`src/rtl/run_ctrl_if.sv`:
```
// run_ctrl_if: harness/core signal bundle for the run controller.
// master = harness + program-counter model, slave = run_ctrl.
// Harness side:  Start (req level), Ack, timeout, cycle_count, last_pc.
// Core side:     init, run (to core), halt, pc (from program counter).
interface run_ctrl_if #(
   parameter int PC_W  = 10,
   parameter int CNT_W = 16
);
   logic             Start;
   logic             halt;
   logic [PC_W-1:0]  pc;
   logic             init;
   logic             run;
   logic             Ack;
   logic             timeout;
   logic [CNT_W-1:0] cycle_count;
   logic [PC_W-1:0]  last_pc;

   modport master (
      output Start, halt, pc,
      input  init, run, Ack, timeout,
      input  cycle_count, last_pc
   );

   modport slave (
      input  Start, halt, pc,
      output init, run, Ack, timeout,
      output cycle_count, last_pc
   );
endinterface

```
`src/rtl/run_ctrl.sv`:
```
// run_ctrl: IDLE/INIT/RUN/DONE controller holding the core in init,
// releasing it to run, counting RUN cycles with a watchdog, and
// reporting completion on Ack.
// Ports: CLK, Reset (sync, active high), bus (run_ctrl_if.slave).
module run_ctrl #(
   parameter int INIT_CYCLES = 2,
   parameter int MAX_CYCLES  = 20000,
   parameter int CNT_W       = 16,
   parameter int PC_W        = 10
) (
   input logic       CLK,
   input logic       Reset,
   run_ctrl_if.slave bus
);

   typedef enum logic [1:0] {
      IDLE,
      INIT,
      RUN,
      DONE
   } state_t;

   localparam int IW = $clog2(INIT_CYCLES + 1);
   localparam logic [IW-1:0] INIT_MAX = IW'(INIT_CYCLES);

   localparam longint CNT_MAX = (64'd1 << CNT_W) - 1;
   // With a too-narrow counter the count saturates before the
   // watchdog value can be reached, so the compare is disabled.
   localparam bit WD_EN = (64'(MAX_CYCLES) <= CNT_MAX);
   localparam logic [CNT_W-1:0] WD_LAST = CNT_W'(MAX_CYCLES - 1);
   localparam logic [CNT_W-1:0] WD_VAL  = CNT_W'(MAX_CYCLES);

   if (!WD_EN) begin : g_wd_chk
      $warning("run_ctrl: MAX_CYCLES exceeds cycle_count range");
   end

   state_t           state_q;
   logic             init_q;
   logic             run_q;
   logic             ack_q;
   logic             to_q;
   logic [CNT_W-1:0] cyc_q;
   logic [CNT_W-1:0] cyc_d;
   logic [PC_W-1:0]  pc_q;
   logic [IW-1:0]    icnt_q;
   logic [IW-1:0]    icnt_d;
   logic             go_init;

   assign cyc_d = (cyc_q == '1) ? cyc_q : cyc_q + 1'b1;
   assign icnt_d = (icnt_q >= INIT_MAX) ? INIT_MAX
                                        : icnt_q + 1'b1;

   // Start restarts from any state except INIT, which just holds.
   assign go_init = bus.Start && (state_q != INIT);

   always_ff @(posedge CLK) begin
      if (Reset) begin
         state_q <= IDLE;
         init_q  <= 1'b1;
         run_q   <= 1'b0;
         ack_q   <= 1'b0;
         to_q    <= 1'b0;
         cyc_q   <= '0;
         pc_q    <= '0;
         icnt_q  <= '0;
      end else if (go_init) begin
         state_q <= INIT;
         init_q  <= 1'b1;
         run_q   <= 1'b0;
         ack_q   <= 1'b0;
         to_q    <= 1'b0;
         cyc_q   <= '0;
         pc_q    <= '0;
         icnt_q  <= '0;
      end else begin
         unique case (state_q)
            INIT: begin
               // icnt_d counts the INIT cycle now ending, giving a
               // dwell of exactly INIT_CYCLES when Start is low.
               icnt_q <= icnt_d;
               if (icnt_d >= INIT_MAX && !bus.Start) begin
                  state_q <= RUN;
                  init_q  <= 1'b0;
                  run_q   <= 1'b1;
               end
            end
            RUN: begin
               if (bus.halt) begin
                  state_q <= DONE;
                  run_q   <= 1'b0;
                  ack_q   <= 1'b1;
                  pc_q    <= bus.pc;
               end else if (WD_EN && cyc_q == WD_LAST) begin
                  state_q <= DONE;
                  run_q   <= 1'b0;
                  ack_q   <= 1'b1;
                  to_q    <= 1'b1;
                  pc_q    <= bus.pc;
                  cyc_q   <= WD_VAL;
               end else begin
                  cyc_q <= cyc_d;
               end
            end
            IDLE, DONE: begin
               state_q <= state_q;
            end
            default: begin
               state_q <= IDLE;
            end
         endcase
      end
   end

   assign bus.init        = init_q;
   assign bus.run         = run_q;
   assign bus.Ack         = ack_q;
   assign bus.timeout     = to_q;
   assign bus.cycle_count = cyc_q;
   assign bus.last_pc     = pc_q;

endmodule

```
`src/flat_wrapper.sv`:
```
// flat-port wrapper written by rule: the top's interface ports become plain ports
module run_ctrl_flat 
#(
   parameter int INIT_CYCLES = 2,
   parameter int MAX_CYCLES  = 20000,
   parameter int CNT_W       = 16,
   parameter int PC_W        = 10
)
  (CLK, Reset, bus_Start, bus_halt, bus_pc, bus_init, bus_run, bus_Ack, bus_timeout, bus_cycle_count, bus_last_pc);
  run_ctrl_if #(.PC_W(PC_W), .CNT_W(CNT_W)) bus_i ();
  input logic CLK;
  input logic Reset;
  input wire logic [$bits(bus_i.Start)-1:0] bus_Start;
  input wire logic [$bits(bus_i.halt)-1:0] bus_halt;
  input wire logic [$bits(bus_i.pc)-1:0] bus_pc;
  output wire logic [$bits(bus_i.init)-1:0] bus_init;
  output wire logic [$bits(bus_i.run)-1:0] bus_run;
  output wire logic [$bits(bus_i.Ack)-1:0] bus_Ack;
  output wire logic [$bits(bus_i.timeout)-1:0] bus_timeout;
  output wire logic [$bits(bus_i.cycle_count)-1:0] bus_cycle_count;
  output wire logic [$bits(bus_i.last_pc)-1:0] bus_last_pc;
  assign bus_i.Start = bus_Start;
  assign bus_i.halt = bus_halt;
  assign bus_i.pc = bus_pc;
  assign bus_init = bus_i.init;
  assign bus_run = bus_i.run;
  assign bus_Ack = bus_i.Ack;
  assign bus_timeout = bus_i.timeout;
  assign bus_cycle_count = bus_i.cycle_count;
  assign bus_last_pc = bus_i.last_pc;
  run_ctrl #(.INIT_CYCLES(INIT_CYCLES), .MAX_CYCLES(MAX_CYCLES), .CNT_W(CNT_W), .PC_W(PC_W)) u_core (.CLK(CLK), .Reset(Reset), .bus(bus_i));
endmodule
```
`config.mk`:
```
export PLATFORM = sky130hd
export DESIGN_NAME = run_ctrl_flat
export DESIGN_NICKNAME = d
export VERILOG_FILES = /design/src/rtl/run_ctrl_if.sv /design/src/rtl/run_ctrl.sv /design/src/flat_wrapper.sv
export SDC_FILE = /design/constraint.sdc
export NUM_CORES = 1
export LEC_CHECK = 0
export ABC_CLOCK_PERIOD_IN_PS = 3200
export CELL_PAD_IN_SITES_DETAIL_PLACEMENT = 0
export CELL_PAD_IN_SITES_GLOBAL_PLACEMENT = 1
export CORE_MARGIN = 2
export CORE_UTILIZATION = 25
export DETAILED_ROUTE_END_ITERATION = 16
export DONT_BUFFER_PORTS = 1
export PLACE_DENSITY_LB_ADDON = 0.1
export SYNTH_ARGS = -nofsm -noshare
export SYNTH_HDL_FRONTEND = slang
export SYNTH_SLANG_ARGS = --single-unit
```
`constraint.sdc`:
```
create_clock -name CLK -period 3.2 [get_ports CLK]
set_clock_uncertainty 0.05 [all_clocks]
set_input_delay 0.32 -clock CLK [delete_from_list [all_inputs] [get_ports CLK]]
set_output_delay 0.32 -clock CLK [all_outputs]
set_load 0.01 [all_outputs]
```
==> run_results.csv, run 1 <==
group,metric,value,unit
timing,relSlewSlack,0.214,
logic_synthesis,ys_ff_latch,34,
hold_path,hold_class,"in -> reg",
setup_path,startpoint_type,"flop",
timing,finalHoldViolCount,0,
place,dp.cells,265,
place,io_buffers,0,
cells_and_area,layout.cells.most_common,"dfxtp_1",
logic_synthesis,syn_avg_cell_area,8.34,um^2
logic_synthesis,synth.distinct_cells,44,
cells_and_area,instances_no_fill,273,
cts,clkSlewWorstSetupHoldPaths,0.07,ns
detailed_routing,wl_per_cell,16.8,um
setup_path,cp.arrival,2.68,ns
timing,finalWorstPathRequiredPeriod,2.57,ns
detailed_routing,drt_iter0_drc,72,
power_and_ir_drop,power.leakage,0.566,nW
detailed_routing,routed_wl,4.58,mm
setup_path,rr_endpoint,"u_core.bus.run$_SDFFE_PP0P_",
cts,cts_tree,"yes",
setup_path,crit_type,"reg -> reg",
logic_synthesis,async_flop_share,0,
floorplanning,die_h,85.1,um
detailed_routing,drtAntennaViolNets,0,
logic_synthesis,synthCells,197,
cells_and_area,final_cell_mix,"dfxtp_1 (34), nand2_1 (22), nor2_1 (18), o21ai_0 (18), nand3_1 (16)",
logic_synthesis,ys_warn_count,0,
status,outcome,"finished, final reports clean",
logic_synthesis,ys_seq_area_frac,0.414,
global_route,grt-ovfl-total,0,
cells_and_area,final_nets,212,
detailed_routing,vias,1467,
setup_path,r2r_cells,6,
floorplanning,row_count,29,
power_and_ir_drop,power.density,582,mW/mm^2
power_and_ir_drop,vdd.ir_drop.worst,276,uV
cts,cts_resized,0,
cts,post-cts-setup-buffers,0,
timing,worstMarginPinSlew,1.17,ns
global_route,grt.total_usage,0.128,
floorplanning,core,0.00635,mm^2
cts,clock_latency,0.29,ns
detailed_routing,viasPerCell,5.37,
place,dp_hpwl,3.31,mm
cells_and_area,drive_above_1_share,0.117,
timing,fmaxAchievable,389,MHz
place,gp_routability_congestion,0.812,
cts,holdBufCountCts,0,
global_route,grt_max_degree,23,
cts,clockBufferDepth,2,
logic_synthesis,syn_area,0.00164,mm^2
timing,finalMaxSlewViolations,0,
setup_path,crit_end,"u_core.bus.run$_SDFFE_PP0P_",
floorplanning,io_pins,44,
timing,post-route-period-util,0.804,
global_route,grt_pass1_wl,7.37,mm
cts,cts_buffers,5,
cts,cts.sinks,34,
logic_synthesis,syn-num-nets,214,
cells_and_area,area_growth,10.1,%
timing,rsz0062_at_grt,"no",
detailed_routing,drc,0,
floorplanning,start_util,0.259,
detailed_routing,dr.pass1.iters,4,
setup_path,critPathMaxFanout,22,
global_route,grt_pass1_vias,1420,
setup_path,worst-r2r-setup-slack,0.63,ns
logic_synthesis,ys.flop_type,"dfxtp_1",
floorplanning,die_area,0.00724,mm^2
cts,htreeDepth,2,
setup_path,reg2reg_from,"u_core.bus.cycle_count[0]$_SDFFE_PP0P_",
timing,finalSetupTns,0,ns
floorplanning,dieWidth,85.1,um
setup_path,cp.required,3.31,ns
logic_synthesis,synth_edf_count,0,
setup_path,critPathLaunch,"u_core.bus.cycle_count[0]$_SDFFE_PP0P_",
global_route,antenna_found_initial,0,
timing,setup_violations,0,
flow_run,cap_violations,0,
cells_and_area,diodes,0,
cts,clock-root-buffer,"clkbuf_8",
setup_path,cp-end-kind,"flop",
## cells by family (layout without fill, tap and decap cells)
group | after synthesis | in the layout | synth area share
AO/OA/AOI/OAI | 48 | 48 | 0.188
multiplexers | 3 | 3 | 0.0183
flip-flops | 34 | 34 | 0.414
adder cells (fa/ha/maj) | 3 | 3 | 0.0229
XOR/XNOR | 2 | 2 | 0.0107
AND/OR/NAND/NOR | 92 | 92 | 0.305
buffers and inverters | 15 | 14 | 0.0411
## report_power, final
group	switching (mW)	leakage, nW	internal [mW]
registers	0.0234	0.274	0.448
logic	0.130	0.239	0.0599
clock network	0.158	0.0524	0.233
## flip-flops by register name, summed over array words and instances, names as in the netlist
| name | flops |
|---|---|
| u_core.bus.cycle_count | 16 |
| u_core.bus.last_pc | 10 |
| u_core.icnt_q | 2 |
| u_core.state_q | 2 |
| u_core.bus.Ack | 1 |
| u_core.bus.init | 1 |
| u_core.bus.run | 1 |
| u_core.bus.timeout | 1 |
## per-stage QoR
stage | util | total power [mW] | setup WS (ns) | instance area (um^2) | hold slack (ns)
after floorplan | - | 0.624 | 1.05 | 1640 | 0.349
after global placement | 0.268 | 0.667 | 0.697 | 1700 | 0.351
after detailed placement | 0.268 | 0.671 | 0.619 | 1700 | 0.359
after CTS | 0.285 | 1.06 | 0.594 | 1810 | 0.0502
after global routing | 0.285 | 1.11 | 0.329 | 1810 | 0.0393
final | 0.285 | 1.05 | 0.627 | 1810 | 0.0532
## area by class of cell
cell class              instances  area, um^2
inverters                       4        15.0
fillers                       688        4540
flip-flops and latches         34         681
clock inverters                 1        30.0
clock buffers                   7        76.3
well taps                      77        96.3
multi-input cells             148         895
repair buffers                  2        15.0
## how the worst min path moves through the flow
stage	startpoint	end	cells after the start
final	Reset	u_core.state_q[0]$_SDFFE_PP0P_	1
after CTS	Reset	u_core.state_q[0]$_SDFFE_PP0P_	1
after global placement	Reset	u_core.state_q[0]$_SDFFE_PP0P_	1
after detailed placement	Reset	u_core.state_q[0]$_SDFFE_PP0P_	1
after floorplan	Reset	u_core.state_q[0]$_SDFFE_PP0P_	1
after global routing	Reset	u_core.state_q[0]$_SDFFE_PP0P_	1
## per-layer routing
layer / GRT usage / vias up / share of wire
met5: 0 / - / 0
met4: 0.0390 / 0 / 0.017
met1: 0.171 / 706 / 0.48
li1: - / 722 / -
met3: 0.0477 / 9 / 0.059
met2: 0.192 / 30 / 0.44
## synthesized netlist by cell type, types with 2 or more instances
master / instances / share of area
mux2i_1: 3 / 0.018
nor2_1: 18 / 0.041
nand2_1: 22 / 0.050
or3_1: 2 / 0.0076
nor2b_1: 2 / 0.0076
a311oi_1: 3 / 0.016
a41oi_1: 2 / 0.011
and3_1: 3 / 0.011
buf_2: 3 / 0.0091
ha_1: 3 / 0.023
inv_1: 4 / 0.0091
dfxtp_1: 34 / 0.41
nand2b_1: 2 / 0.0076
clkbuf_1: 7 / 0.016
or2_2: 4 / 0.015
a21oi_1: 11 / 0.034
o21ai_0: 18 / 0.055
and4_1: 2 / 0.011
nand3_1: 16 / 0.049
nand4_1: 7 / 0.027
nor4_1: 2 / 0.0076
a31oi_1: 4 / 0.015
or4_1: 2 / 0.0091
or4_4: 2 / 0.014
nor3_1: 2 / 0.0061
## worst max-delay path: stages, from the launching register on
cell	delay, ns
dfxtp_1	0.49
ha_1	0.23
nand4_1	0.38
nor4_2	0.49
o21ai_1	0.43
o21ai_0	0.29
a21oi_1	0.08
No activity file was read; power rests on OpenSTA's default activity.
==> run 2: changes to the inputs <==
--- a/config.mk
+++ b/config.mk
@@ -5,7 +5,7 @@
 export SDC_FILE = /design/constraint.sdc
 export NUM_CORES = 1
 export LEC_CHECK = 0
-export ABC_CLOCK_PERIOD_IN_PS = 3200
+export ABC_CLOCK_PERIOD_IN_PS = 2350
 export CELL_PAD_IN_SITES_DETAIL_PLACEMENT = 0
 export CELL_PAD_IN_SITES_GLOBAL_PLACEMENT = 1
 export CORE_MARGIN = 2
==> constraint.sdc (replaced) <==
create_clock -name CLK -period 2.35 [get_ports CLK]
set_clock_uncertainty 0.05 [all_clocks]
set_input_delay 0.235 -clock CLK [delete_from_list [all_inputs] [get_ports CLK]]
set_output_delay 0.235 -clock CLK [all_outputs]
set_load 0.01 [all_outputs]
==> run_results.csv, run 2 (synthesis results as in run 1) <==
group,metric,value,unit
setup_path,critPathMaxFanout,7,
hold_path,worstHoldEndpoint,"u_core.bus.last_pc[9]$_SDFFE_PP0P_",
cts,clockBufferDepth,2,
floorplanning,dieWidth,85.1,um
cells_and_area,final_cell_mix,"dfxtp_1 (34), nand2_1 (22), buf_4 (19)",
floorplanning,die_h,85.1,um
timing,finalSetupTns,0,ns
floorplanning,core,0.00635,mm^2
cts,cts_tree,"yes",
global_route,antenna_found_initial,0,
place,dp_slack,0.131,ns
global_route,gr-usage-met1,0.182,
cells_and_area,area_growth,16.6,%
power_and_ir_drop,power.density,689,mW/mm^2
detailed_routing,routed_wl,4.65,mm
power_and_ir_drop,power.leakage,0.646,nW
cts,clock-root-buffer,"clkbuf_8",
floorplanning,row_count,29,
timing,post-route-period-util,0.940,
global_route,gr-usage-met2,0.196,
timing,rsz0062_at_grt,"no",
detailed_routing,drt_iter0_drc,102,
cts,clock_latency,0.29,ns
global_route,grt-busiest-layer,"met2",
status,outcome,"finished, final reports clean",
hold_path,holdPathStages,2,
timing,setup_ws,0.140,ns
global_route,grt_pass1_wl,7.64,mm
timing,setup_violations,0,
global_route,grt.total_usage,0.133,
cts,cts.sinks,34,
cells_and_area,largest_register_ff_count,16,
detailed_routing,dr.pass1.iters,5,
detailed_routing,drtAntennaViolNets,0,
global_route,grt_max_degree,22,
place,io_buffers,0,
detailed_routing,viasPerCell,5.26,
timing,relSlewSlack,0.691,
setup_path,critPathLaunch,"u_core.bus.cycle_count[0]$_SDFFE_PP0P_",
timing,worstMarginPinSlew,0.462,ns
place,gp_routability_congestion,0.800,
floorplanning,die_area,0.00724,mm^2
global_route,use_met3,0.0467,
detailed_routing,vias,1524,
cts,cts_buffers,5,
cts,htreeDepth,2,
timing,finalMaxSlewViolations,0,
timing,fmaxAchievable,452,MHz
setup_path,rr_endpoint,"u_core.bus.cycle_count[0]$_SDFFE_PP0P_",
floorplanning,start_util,0.259,
setup_path,r2r_cells,6,
hold_path,hold_start,"bus_pc[9]",
cells_and_area,drive_above_1_share,0.183,
setup_path,startpoint_type,"flop",
setup_path,worst-r2r-setup-slack,0.14,ns
timing,finalHoldViolCount,0,
cells_and_area,layout.cells.most_common,"dfxtp_1",
cts,clkSlewWorstSetupHoldPaths,0.06,ns
global_route,grt-ovfl-total,0,
cells_and_area,diodes,0,
setup_path,cp.arrival,2.33,ns
hold_path,hold_class,"in -> reg",
setup_path,reg2reg_from,"u_core.bus.cycle_count[0]$_SDFFE_PP0P_",
detailed_routing,wl_per_cell,16.0,um
cells_and_area,fin_util,0.302,
power_and_ir_drop,vdd.ir_drop.worst,228,uV
timing,finalWorstPathRequiredPeriod,2.21,ns
detailed_routing,drc,0,
flow_run,cap_violations,0,
setup_path,cp-end-kind,"flop",
place,dp_hpwl,3.50,mm
setup_path,crit_type,"reg -> reg",
setup_path,cp.required,2.47,ns
cells_and_area,final_nets,230,
floorplanning,io_pins,44,
global_route,grt_pass1_vias,1466,
## run 2: final cells by class
type / instances / area, um^2
Clock buffer: 7 / 76.3
Inverter: 4 / 15.0
Timing Repair Buffer: 20 / 153
Fill cell: 685 / 4430
Tap cell: 77 / 96.3
Sequential cell: 34 / 681
Multi-Input combinational cell: 148 / 895
## run 2: timing repair
item / 4_1_cts / 5_1_grt
buffers inserted: 0 / 2
endpoints found under the hold margin: 1 / 0
hold buffers: 1 / 0
setup endpoints to repair: 0 / 1
resized for setup: 0 / 0
## run 2: worst max-delay path by stage
stage,to
2_1_floorplan,u_core.bus.cycle_count[0]$_SDFFE_PP0P_
3_3_place_gp,u_core.bus.cycle_count[0]$_SDFFE_PP0P_
3_5_place_dp,u_core.bus.cycle_count[0]$_SDFFE_PP0P_
4_1_cts,u_core.bus.cycle_count[0]$_SDFFE_PP0P_
5_1_grt,u_core.bus.cycle_count[0]$_SDFFE_PP0P_
6_report,u_core.bus.cycle_count[0]$_SDFFE_PP0P_
## run 2: critical path: stages, from the launching register on
cell and delay, ns:
dfxtp_1 0.34, ha_1 0.17, nand4_1 0.31, or4_1 0.69
nand2_1 0.26, nor4_1 0.07, a31o_2 0.22
## run 2: report_power, final
part / total (mW) / internal [mW] / switching (mW) / leakage, nW
clock: 0.405 / 0.204 / 0.201 / 0.0383
combinational: 0.274 / 0.0959 / 0.178 / 0.333
sequential: 0.641 / 0.611 / 0.0307 / 0.274
total: 1.32 / 0.911 / 0.409 / 0.646
## run 2: metrics by stage
stage | hold slack (ns) | instance area (um^2) | cells | power (mW)
5_1_grt | 0.0267 | 1920 | 290 | 1.40
3_3_place_gp | 0.268 | 1810 | 280 | 0.923
3_5_place_dp | 0.272 | 1810 | 280 | 0.928
4_1_cts | 0.0342 | 1900 | 288 | 1.34
2_1_floorplan | 0.264 | 1640 | 197 | 0.850
6_report | 0.0427 | 1920 | 290 | 1.32
## run 2: layer usage
layer  routed length [um]  vias to the layer above
li1                     -                      759
met1                 2210                      728
met2                 2080                       32
met3                  305                        5
met4                   57                        0
met5                    0                        -
